==> src/rtl/sm4_ctrl_pkg.sv <==
// SM4 round controller shared types: FSM state encoding, round count and
// round-key index helpers.
package sm4_ctrl_pkg;

  localparam int unsigned SM4_ROUNDS = 32;
  localparam int unsigned RK_IDX_W   = 5;

  typedef enum logic [2:0] {
    IDLE      = 3'd0,
    KEY_EXP   = 3'd1,
    KEY_READY = 3'd2,
    ROUND     = 3'd3,
    DONE      = 3'd4
  } sm4_state_e;

  // Round-key select: rk[cnt] when encrypting, rk[31-cnt] when decrypting
  function automatic logic [RK_IDX_W-1:0] rk_index(input logic [RK_IDX_W-1:0] cnt,
                                                   input logic                dec);
    return dec ? (RK_IDX_W'(SM4_ROUNDS - 1) - cnt) : cnt;
  endfunction

endpackage

==> src/rtl/sm4_round_counter.sv <==
// Round counter for the SM4 controller: synchronous clear, count enable,
// saturates at the last round and flags it (registered terminal flag).
module sm4_round_counter
  import sm4_ctrl_pkg::*;
(
  input  logic                clk,
  input  logic                reset_n,
  input  logic                clr_i,
  input  logic                en_i,
  output logic [RK_IDX_W-1:0] cnt_o,
  output logic                term_o
);

  localparam logic [RK_IDX_W-1:0] LAST = RK_IDX_W'(SM4_ROUNDS - 1);

  logic [RK_IDX_W-1:0] cnt_q, cnt_d;
  logic                term_q;

  // Next count: clear wins, otherwise advance without wrapping past the last round
  always_comb begin
    cnt_d = cnt_q;
    if (clr_i) begin
      cnt_d = '0;
    end else if (en_i && (cnt_q != LAST)) begin
      cnt_d = cnt_q + RK_IDX_W'(1);
    end
  end

  // Count and terminal-flag registers
  always_ff @(posedge clk or negedge reset_n) begin
    if (!reset_n) begin
      cnt_q  <= '0;
      term_q <= 1'b0;
    end else begin
      cnt_q  <= cnt_d;
      term_q <= (cnt_d == LAST);
    end
  end

  assign cnt_o  = cnt_q;
  assign term_o = term_q;

endmodule

==> src/rtl/sm4_round_ctrl.sv <==
// SM4 round controller: sequences key expansion, block acceptance, the 32
// rounds (round-key index per round) and the result handshake.
// Optional feature macro: SM4_DECRYPT_EN (when defined, decrypt_in reverses
// the round-key order; otherwise decrypt_in is ignored).
module sm4_round_ctrl
  import sm4_ctrl_pkg::*;
(
  input  logic                clk,
  input  logic                reset_n,
  input  logic                sm4_enable_in,
  input  logic                user_key_valid_in,
  output logic                key_exp_enable_out,
  output logic                key_exp_load_out,
  input  logic                key_exp_finished_in,
  input  logic                data_valid_in,
  output logic                data_ready_out,
  input  logic                decrypt_in,
  output logic                load_out,
  output logic                round_en_out,
  output logic [RK_IDX_W-1:0] rk_idx_out,
  output logic                data_valid_out,
  input  logic                data_ready_in,
  output logic                key_ready_out
);

  sm4_state_e          state_q, state_d;
  logic                dec_q, dec_d;
  logic                key_exp_en_q, key_exp_en_d;
  logic                key_load_q, key_load_d;
  logic                key_ready_q, key_ready_d;
  logic                data_ready_q, data_ready_d;
  logic                load_q, load_d;
  logic                round_en_q, round_en_d;
  logic [RK_IDX_W-1:0] rk_idx_q, rk_idx_d;
  logic                data_valid_q, data_valid_d;

  logic                cnt_clr, cnt_en, cnt_term;
  logic [RK_IDX_W-1:0] cnt;
  logic [RK_IDX_W-1:0] rk_sel;

  sm4_round_counter u_cnt (
    .clk     (clk),
    .reset_n (reset_n),
    .clr_i   (cnt_clr),
    .en_i    (cnt_en),
    .cnt_o   (cnt),
    .term_o  (cnt_term)
  );

`ifdef SM4_DECRYPT_EN
  assign rk_sel = rk_index(cnt, dec_q);
`else
  // Mode latch is kept for the port contract but does not steer the index
  logic unused_dec;
  assign unused_dec = dec_q;
  assign rk_sel     = cnt;
`endif

  // Next state, counter control and next values of the registered outputs
  always_comb begin
    state_d    = state_q;
    dec_d      = dec_q;
    cnt_clr    = 1'b0;
    cnt_en     = 1'b0;
    key_load_d = 1'b0;
    load_d     = 1'b0;
    round_en_d = 1'b0;
    rk_idx_d   = rk_idx_q;

    unique case (state_q)
      IDLE: begin
        if (user_key_valid_in) begin
          state_d    = KEY_EXP;
          key_load_d = 1'b1;
        end
      end
      KEY_EXP: begin
        if (key_exp_finished_in) begin
          state_d = KEY_READY;
        end
      end
      KEY_READY: begin
        // A new key takes priority over a block offered in the same cycle
        if (user_key_valid_in) begin
          state_d    = KEY_EXP;
          key_load_d = 1'b1;
        end else if (data_valid_in && data_ready_q) begin
          state_d = ROUND;
          load_d  = 1'b1;
          cnt_clr = 1'b1;
          dec_d   = decrypt_in;
        end
      end
      ROUND: begin
        round_en_d = 1'b1;
        rk_idx_d   = rk_sel;
        if (cnt_term) begin
          state_d = DONE;
        end else begin
          cnt_en = 1'b1;
        end
      end
      DONE: begin
        if (data_valid_q && data_ready_in) begin
          state_d = KEY_READY;
        end
      end
      default: begin
        state_d = IDLE;
      end
    endcase

    // Disable aborts everything and invalidates the key
    if (!sm4_enable_in) begin
      state_d    = IDLE;
      dec_d      = 1'b0;
      cnt_clr    = 1'b1;
      cnt_en     = 1'b0;
      key_load_d = 1'b0;
      load_d     = 1'b0;
      round_en_d = 1'b0;
      rk_idx_d   = '0;
    end

    key_exp_en_d = (state_d != IDLE);
    key_ready_d  = (state_d == KEY_READY) || (state_d == ROUND) || (state_d == DONE);
    data_ready_d = (state_d == KEY_READY);
    // Result valid from the second DONE cycle, after the last round has been applied
    data_valid_d = (state_d == DONE) && (state_q == DONE);
  end

  // State and output registers
  always_ff @(posedge clk or negedge reset_n) begin
    if (!reset_n) begin
      state_q      <= IDLE;
      dec_q        <= 1'b0;
      key_exp_en_q <= 1'b0;
      key_load_q   <= 1'b0;
      key_ready_q  <= 1'b0;
      data_ready_q <= 1'b0;
      load_q       <= 1'b0;
      round_en_q   <= 1'b0;
      rk_idx_q     <= '0;
      data_valid_q <= 1'b0;
    end else begin
      state_q      <= state_d;
      dec_q        <= dec_d;
      key_exp_en_q <= key_exp_en_d;
      key_load_q   <= key_load_d;
      key_ready_q  <= key_ready_d;
      data_ready_q <= data_ready_d;
      load_q       <= load_d;
      round_en_q   <= round_en_d;
      rk_idx_q     <= rk_idx_d;
      data_valid_q <= data_valid_d;
    end
  end

  assign key_exp_enable_out = key_exp_en_q;
  assign key_exp_load_out   = key_load_q;
  assign key_ready_out      = key_ready_q;
  assign data_ready_out     = data_ready_q;
  assign load_out           = load_q;
  assign round_en_out       = round_en_q;
  assign rk_idx_out         = rk_idx_q;
  assign data_valid_out     = data_valid_q;

endmodule

==> config.mk <==
export PLATFORM = sky130hd
export DESIGN_NAME = sm4_round_ctrl
export DESIGN_NICKNAME = d
export VERILOG_FILES = /design/src/rtl/sm4_ctrl_pkg.sv /design/src/rtl/sm4_round_counter.sv /design/src/rtl/sm4_round_ctrl.sv
export SDC_FILE = /design/constraint.sdc
export NUM_CORES = 1
export LEC_CHECK = 0
export CORE_MARGIN = 4
export CORE_UTILIZATION = 45
export DETAILED_ROUTE_END_ITERATION = 6
export GPL_TIMING_DRIVEN = 0
export PLACE_DENSITY = 0.74
export REMOVE_ABC_BUFFERS = 1
export SLEW_MARGIN = 20
export SYNTH_ARGS = -nofsm -noshare
export SYNTH_HDL_FRONTEND = slang
export SYNTH_SLANG_ARGS = --single-unit
==> constraint.sdc <==
create_clock -name clk -period 1.75 [get_ports clk]
set_input_delay 0.35 -clock clk [delete_from_list [all_inputs] [get_ports clk]]
set_output_delay 0.35 -clock clk [all_outputs]
set_load 0.02 [all_outputs]
==> results of run 1 <==
[per-layer routing]
metal	up-vias	track usage	wire length, um
met3	2	0.0302	71
met2	13	0.274	1160
met4	0	0.0407	14
met5	-	0	0
li1	373	-	-
met1	375	0.192	910
[timing repair]
action,4_1_cts,5_1_grt
pin swaps,4,1
hold buffers,0,0
setup endpoints to repair,5,2
resized for setup,8,1
setup buffers,6,1
[how the worst max path moves through the flow]
stage                             start                      to  slack (ps)  depth (start not counted)
2_1_floorplan  u_cnt.cnt_o[0]$_DFF_PN0_  u_cnt.term_o$_DFF_PN0_        -130                          7
3_3_place_gp              sm4_enable_in  u_cnt.term_o$_DFF_PN0_        -450                          5
3_5_place_dp              sm4_enable_in  u_cnt.term_o$_DFF_PN0_        -470                          5
4_1_cts        u_cnt.cnt_o[0]$_DFF_PN0_  u_cnt.term_o$_DFF_PN0_         -10                          7
5_1_grt        u_cnt.cnt_o[0]$_DFF_PN0_  u_cnt.term_o$_DFF_PN0_         -90                          7
6_report       u_cnt.cnt_o[0]$_DFF_PN0_  u_cnt.term_o$_DFF_PN0_          10                          7
[sequential cells by signal, indices dropped and copies added, names as in the netlist]
signal and count:
data_valid_out 1, rk_idx_out 5, u_cnt.cnt_o 5, state_q 3, round_en_out 1, load_out 1
key_exp_enable_out 1, data_ready_out 1, key_ready_out 1, u_cnt.term_o 1, key_exp_load_out 1
[cell type report]
| cell class | count | area (um^2) | area share |
|---|---|---|---|
| Clock buffer | 3 | 22.5 | 0.0167 |
| Sequential cell | 21 | 526 | 0.391 |
| Clock inverter | 1 | 5.00 | 0.00372 |
| Timing Repair Buffer | 25 | 231 | 0.172 |
| Inverter | 4 | 15.0 | 0.0112 |
| Multi-Input combinational cell | 61 | 510 | 0.380 |
| Tap cell | 28 | 35.0 | 0.0260 |
[Yosys cell counts (2+ instances only)]
cell type	number	area share
nand2_1	3	0.011
and3_1	4	0.024
buf_4	3	0.022
o21a_1	3	0.022
dfrtp_1	21	0.50
nor2b_1	8	0.048
nand2b_1	2	0.012
o21ai_1	2	0.0096
ha_1	2	0.024
nand3_1	2	0.0096
nor4_2	2	0.024
xor2_1	2	0.017
mux2i_1	6	0.058
nor2_1	6	0.022
inv_1	4	0.014
[power breakdown]
group / total, uW / switching [uW] / leakage, uW / internal (uW)
Sequential: 505 / 10.9 / 0.000290 / 494
Combinational: 81.8 / 42.2 / 0.000327 / 39.6
Clock: 241 / 156 / 0.0000177 / 85.1
[logic make-up after synthesis]
family / after synthesis / share of synthesized area
AO/OA/AOI/OAI: 16 / 0.131
adder cells (fa/ha/maj): 2 / 0.0240
AND/OR/NAND/NOR: 35 / 0.221
buffers and inverters: 9 / 0.0445
XOR/XNOR: 2 / 0.0168
multiplexers: 6 / 0.0577
flip-flops: 21 / 0.505
[worst max-delay path, cell delays in order (launching register included)]
cell,delay (ps)
dfrtp_1,410
ha_2,190
and3_4,190
ha_4,180
nor2_4,150
nand3_1,110
xor2_1,180
nor4b_2,250
[per-stage QoR]
stage / instances / utilization / setup slack [ps]
4_1_cts: 142 / 0.601 / -14.8
3_5_place_dp: 132 / 0.554 / -475
6_report: 143 / 0.608 / 14.5
2_1_floorplan: 86 / - / -132
3_3_place_gp: 132 / 0.554 / -445
5_1_grt: 143 / 0.608 / -86.4
==> flow_metrics.tcl, run 1 <==
set metrics [dict create \
    cts_root_buffer "clkbuf_4" \
    num-fill-cells 203 \
    area_delta_synth_final_pct 29.2 \
    num_rows 17 \
    hpwl_mm 1.50 \
    cts.sinks 21 \
    path_class "reg2reg" \
    ant_nets 0 \
    cts_buffers 3 \
    start_util 0.471 \
    grt_pass1_vias 812 \
    placed_area_mm2 0.00122 \
    drive_gt1_frac 0.191 \
    dieArea_mm2 0.00315 \
    htreeDepth 1 \
    synthFlopType "dfrtp_1" \
    drtIter0Drc 18 \
    path_clk_slew_ps 130 \
    setup_tns_ps 0 \
    clockBufferDepth 2 \
    drc 0 \
    finalClockSkew_ps 4.70 \
    fmax_mhz 576 \
    grt_max_degree 22 \
    synth_cell_types 36 \
    grt_usage 0.155 \
    synth_warnings 0 \
    wl_per_cell_um 15.1 \
    dr.pass1.iters 4 \
    rr_startpoint "u_cnt.cnt_o[0]$_DFF_PN0_" \
    syn_area_mm2 0.00104 \
    hold_ws_ps 549 \
    finalSetupViolations 0 \
    final_cell_mix "dfrtp_1 (21), clkdlybuf4s50_1 (17), nor2b_1 (8)" \
    die_w_um 56.1 \
    end_kind "flip-flop" \
    required_ps 1970 \
    ir_worst_vdd_uv 518 \
    grt_pass1_wl_mm 3.86 \
    r2r-end "u_cnt.term_o$_DFF_PN0_" \
    r2r_cells 7 \
    routed_wl_mm 2.16 \
    synth_seq_cells 21 \
    mostFrequentLayoutCell "dfrtp_1" \
    rsz0062_at_grt "yes" \
    fp.coreArea_mm2 0.00221 \
    overflow 0 \
    synthCells 91 \
    num-nets-final 126 \
    die_y_um 56.1 \
    power_density_mw_per_mm2 616 \
    vias 763 \
    cts_tree "built" \
    synth-async-reset-ratio 1.00 \
    critical_path.startpoint_type "flip-flop" \
    finalWeightedCongestion 0.831 \
    fin_crit_ps 1740 \
    synth_edf_count 0 \
    r2r_slack_ps 10 \
    max_slew.worst_pin.slew_ps 927 \
    finalCritPeriodShare 0.992 \
    finalPower_uw 828 \
    final_area_mm2 0.00135 \
    slew_headroom 0.380 \
    worst_hold_path_type "in2async" \
    num_antenna_cells 0 \
    grt_antenna_before_repair 0 \
    viasPerCell 5.34 \
    portBuffers 18 \
    status "finished clean" \
    postSynthAreaPerCell_um2 11.4 \
    seq_area_frac_synth 0.505 \
    hold_viol 0 \
    ioPinCount 20 \
    clock_latency_ps 300 \
    maxCapViolCount 0 \
    crit_arrival_ps 1950 \
    final-max-slew-violation-count 0 \
    power_leakage_uw 0.000635 \
    path_max_fanout 6 \
]
No activity file was read; power rests on OpenSTA's default activity.
==> inputs of run 2 (changes only) <==
CORE_UTILIZATION = 38   (was 45)
MAX_ROUTING_LAYER = met4   (was default)
PLACE_DENSITY = default   (was 0.74)
==> flow_metrics.tcl, run 2 (same netlist as run 1, synthesis figures left out) <==
set metrics [dict create \
    p_clk_frac 0.286 \
    portBuffers 18 \
    power.share.combinational 0.097 \
    power_leakage_uw 0.000618 \
    end_kind "flip-flop" \
    cts-hold-fix-buffers 0 \
    dp_slack_ps -423 \
    num_rows 18 \
    finalSetupViolations 0 \
    fin_util 0.521 \
    dieArea_mm2 0.00364 \
    slew_headroom 0.371 \
    clockBufferDepth 2 \
    drtIter0Drc 5 \
    fmax_mhz 578 \
    grt_max_degree 22 \
    die_w_um 60.3 \
    p_int_uw 622 \
    grt_pass1_wl_mm 3.46 \
    p_sw_frac 0.239 \
    crit_arrival_ps 1950 \
    rr_startpoint "u_cnt.cnt_o[0]$_DFF_PN0_" \
    dr.pass1.iters 4 \
    hold_ws_ps 558 \
    worst_hold_path_type "in2async" \
    hold_viol 0 \
    final_cell_mix "dfrtp_1 (20), clkdlybuf4s50_1 (17), nor2b_1 (8)" \
    path_clk_slew_ps 120 \
    start_util 0.409 \
    required_ps 1970 \
    met1_usage 0.180 \
    use_met2 0.199 \
    grtUsageMet3 0.0383 \
    cts_tree "built" \
    path_max_fanout 6 \
    die_y_um 60.3 \
    ioPinCount 20 \
    grt_pass1_vias 720 \
    dp_cells 134 \
    global_route.peak_usage_layer "met2" \
    clock_latency_ps 300 \
    max_slew.worst_pin.slew_ps 941 \
    path_class "reg2reg" \
    num_antenna_cells 0 \
    drc 0 \
    hpwl_mm 1.45 \
    htreeDepth 1 \
    critical_path.startpoint_type "flip-flop" \
    fin_crit_ps 1730 \
    status "finished clean" \
    critical_path.startpoint "u_cnt.cnt_o[0]$_DFF_PN0_" \
    setup_tns_ps 0 \
    mostFrequentLayoutCell "dfrtp_1" \
    finalClockSkew_ps 9.32 \
    wl_per_cell_um 14.7 \
    maxCapViolCount 0 \
    cts.sinks 21 \
    ant_nets 0 \
    num-nets-final 124 \
    grt_antenna_before_repair 0 \
    drive_gt1_frac 0.186 \
    grt_usage 0.133 \
    ir_worst_vdd_uv 490 \
    power_density_mw_per_mm2 617 \
    cts_root_buffer "clkbuf_4" \
    switchingPower_uw 196 \
    num-fill-cells 234 \
    pwr-share-seq 0.617 \
    fp.coreArea_mm2 0.00254 \
    fin_ws_ps 19.7 \
    finalWeightedCongestion 0.852 \
    instances_no_fill 143 \
    cts_buffers 3 \
    vias 741 \
    routed_wl_mm 2.10 \
    finalCritPeriodShare 0.989 \
    rsz0062_at_grt "yes" \
    overflow 0 \
    area_delta_synth_final_pct 27.3 \
    viasPerCell 5.18 \
    final-max-slew-violation-count 0 \
]
==> run 2: cell type report <==
class / count / area (um^2) / area share
clock buffers: 4 / 26.3 / 0.0198
repair buffers: 23 / 216 / 0.163
flip-flops and latches: 21 / 527 / 0.398
inverters: 4 / 15.0 / 0.0113
well taps: 30 / 37.5 / 0.0283
multi-input cells: 61 / 503 / 0.380
==> run 2: timing repair <==
action,in CTS,in global routing
buffers inserted,4,1
pin swaps,4,1
gates resized for setup,10,0
setup endpoints to repair,5,1
==> run 2: final timing paths <==
| kind | end | slack [ps] | cells after the start |
|---|---|---|---|
| worst max-delay path | u_cnt.term_o$_DFF_PN0_ | 20 | 7 |
| worst min-delay path | data_valid_out$_DFF_PN0_ | 560 | 1 |
| worst max register to register | u_cnt.term_o$_DFF_PN0_ | 20 | 7 |
| worst min register to register | rk_idx_out[4]$_DFFE_PN0P_ | 560 | 2 |
| max in group asynchronous | u_cnt.cnt_o[0]$_DFF_PN0_ | 570 | 1 |
| min in group clk | rk_idx_out[4]$_DFFE_PN0P_ | 560 | 2 |
==> run 2: power groups by stage <==
stage	Combinational (uW)	Sequential [uW]	Clock (uW)
detailed placement	79.9	514	0
global placement	79.7	514	0
CTS	81.5	504	238
finish	79.7	504	234
global route	87.8	506	275
floorplan	27.1	520	0
==> run 2: stage by stage <==
step / power [uW] / area (um^2)
after global placement: 594 / 1230
after CTS: 824 / 1320
after detailed placement: 594 / 1230
after floorplan: 547 / 1010
final: 817 / 1330
after global routing: 869 / 1330
==> run 2: critical path, cell delays in order (launching register included) <==
cell and delay (ps):
dfrtp_2 440, ha_2 190, and3_4 180, ha_4 170, nor2_4 140, and3_4 210, o221ai_2 110, nor4b_2 210
==> run 2: metal layers <==
metal | part of all wire | routed length, um
met1 | 0.52 | 1090
met2 | 0.43 | 911
met3 | 0.036 | 75
met4 | 0.010 | 22
met5 | 0 | 0
==> inputs of run 3 (changes only) <==
PLACE_DENSITY = 0.67   (was default)
==> flow_metrics.tcl, run 3 (same netlist as run 1, synthesis figures left out) <==
set metrics [dict create \
    grt_antenna_before_repair 0 \
    power_leakage_uw 0.000628 \
    critical_path.startpoint_type "flip-flop" \
    final-max-slew-violation-count 0 \
    maxCapViolCount 0 \
    num-nets-final 126 \
    ant_nets 0 \
    final_cell_mix "dfrtp_1 (19), clkdlybuf4s50_1 (16), nor2b_1 (8)" \
    cts_root_buffer "clkbuf_4" \
    cts-hold-fix-buffers 0 \
    ir_worst_vdd_uv 388 \
    power_density_mw_per_mm2 603 \
    drive_gt1_frac 0.217 \
    path_clk_slew_ps 120 \
    cts_buffers 3 \
    fin_util 0.534 \
    hold_viol 21 \
    dieArea_mm2 0.00364 \
    num_antenna_cells 0 \
    fin_ws_ps -23.1 \
    finalSetupViolations 1 \
    drtIter0Drc 37 \
    fp.coreArea_mm2 0.00254 \
    grt_pass1_vias 750 \
    die_y_um 60.3 \
    grt_max_degree 22 \
    worst_hold_path_type "in2async" \
    viasPerCell 5.19 \
    clockBufferDepth 2 \
    regArea_um2 528 \
    dr.pass1.iters 4 \
    area_delta_synth_final_pct 30.6 \
    finalClockSkew_ps 3.61 \
    grt_usage 0.147 \
    max_slew.worst_pin.slew_ps 475 \
    required_ps 1970 \
    violations "hold timing, setup timing" \
    ioPinCount 20 \
    hold_ws_ps -16.2 \
    path_max_fanout 6 \
    grt_pass1_wl_mm 3.70 \
    path_class "reg2reg" \
    hpwl_mm 1.43 \
    finalWeightedCongestion 0.847 \
    htreeDepth 1 \
    status "complete, but fails checks" \
    rsz0062_at_grt "yes" \
    vias 753 \
    cts_tree "built" \
    routed_wl_mm 2.18 \
    cts.sinks 21 \
    num_rows 18 \
    num-fill-cells 227 \
    die_w_um 60.3 \
    portBuffers 18 \
    crit_arrival_ps 1990 \
    drc 0 \
    multi_input_area_um2 527 \
    slew_headroom 0.683 \
    overflow 0 \
    fmax_mhz 564 \
    fin_crit_ps 1770 \
    mostFrequentLayoutCell "dfrtp_1" \
    end_kind "flip-flop" \
    start_util 0.409 \
    clock_latency_ps 300 \
    wl_per_cell_um 15.1 \
    finalCritPeriodShare 1.01 \
]
run 3: worst paths after layout:
kind                                                start                            to  slack, ps  cells past startpoint
min in group clk                rk_idx_out[2]$_DFFE_PN0P_     rk_idx_out[2]$_DFFE_PN0P_        570                      2
worst max register to register   u_cnt.cnt_o[0]$_DFF_PN0_        u_cnt.term_o$_DFF_PN0_        -20                      7
worst min register to register  rk_idx_out[2]$_DFFE_PN0P_     rk_idx_out[2]$_DFFE_PN0P_        570                      2
max in group asynchronous                         reset_n      u_cnt.cnt_o[0]$_DFF_PN0_       1420                      1
worst min-delay path                              reset_n  key_exp_enable_out$_DFF_PN0_        -20                      1
worst max-delay path             u_cnt.cnt_o[0]$_DFF_PN0_        u_cnt.term_o$_DFF_PN0_        -20                      7
run 3: cell type report:
| class | instances | share of cell area |
|---|---|---|
| clock buffer | 4 | 0.0193 |
| sequential | 21 | 0.388 |
| timing repair buffer | 25 | 0.167 |
| multi-input combinational | 61 | 0.387 |
| tap | 30 | 0.0276 |
| inverter | 4 | 0.0110 |
run 3: layer usage:
metal  up-vias  wire length [um]  global-route usage
met5         -                 0                   -
met4         0                27              0.0759
met3         4                55              0.0255
met2        10              1100               0.216
met1       362              1000               0.193
li1        377                 -                   -
run 3: power breakdown:
part,internal [uW],switching (uW),total [uW]
Clock,88.9,147,236
Sequential,494,9.71,504
Combinational,38.5,41.8,80.3
Total,622,198,820
run 3: what timing repair did:
item / 4_1_cts / 5_1_grt
endpoints found under the setup margin: 5 / 6
resized for setup: 12 / 2
buffers inserted: 7 / 0
pin swaps: 6 / 1
run 3: critical path, cell delays in order (launching register included):
cell and delay [ps]:
dfrtp_2 450, ha_4 160, and3_4 180, ha_4 170
nor2_4 180, nand3_2 90, xor2_1 170, nor4b_2 280
run 3: metrics by stage:
| step | TNS [ps] | total power [uW] | std cells | worst slack (ps) | area (um^2) |
|---|---|---|---|---|---|
| after floorplan | -132 | 547 | 86 | -132 | 1010 |
| after global placement | -1470 | 592 | 134 | -439 | 1230 |
| after detailed placement | -1460 | 593 | 134 | -447 | 1230 |
| after CTS | -8.88 | 832 | 145 | -8.88 | 1360 |
| after global routing | -121 | 865 | 145 | -121 | 1360 |
| final | -23.1 | 820 | 145 | -23.1 | 1360 |
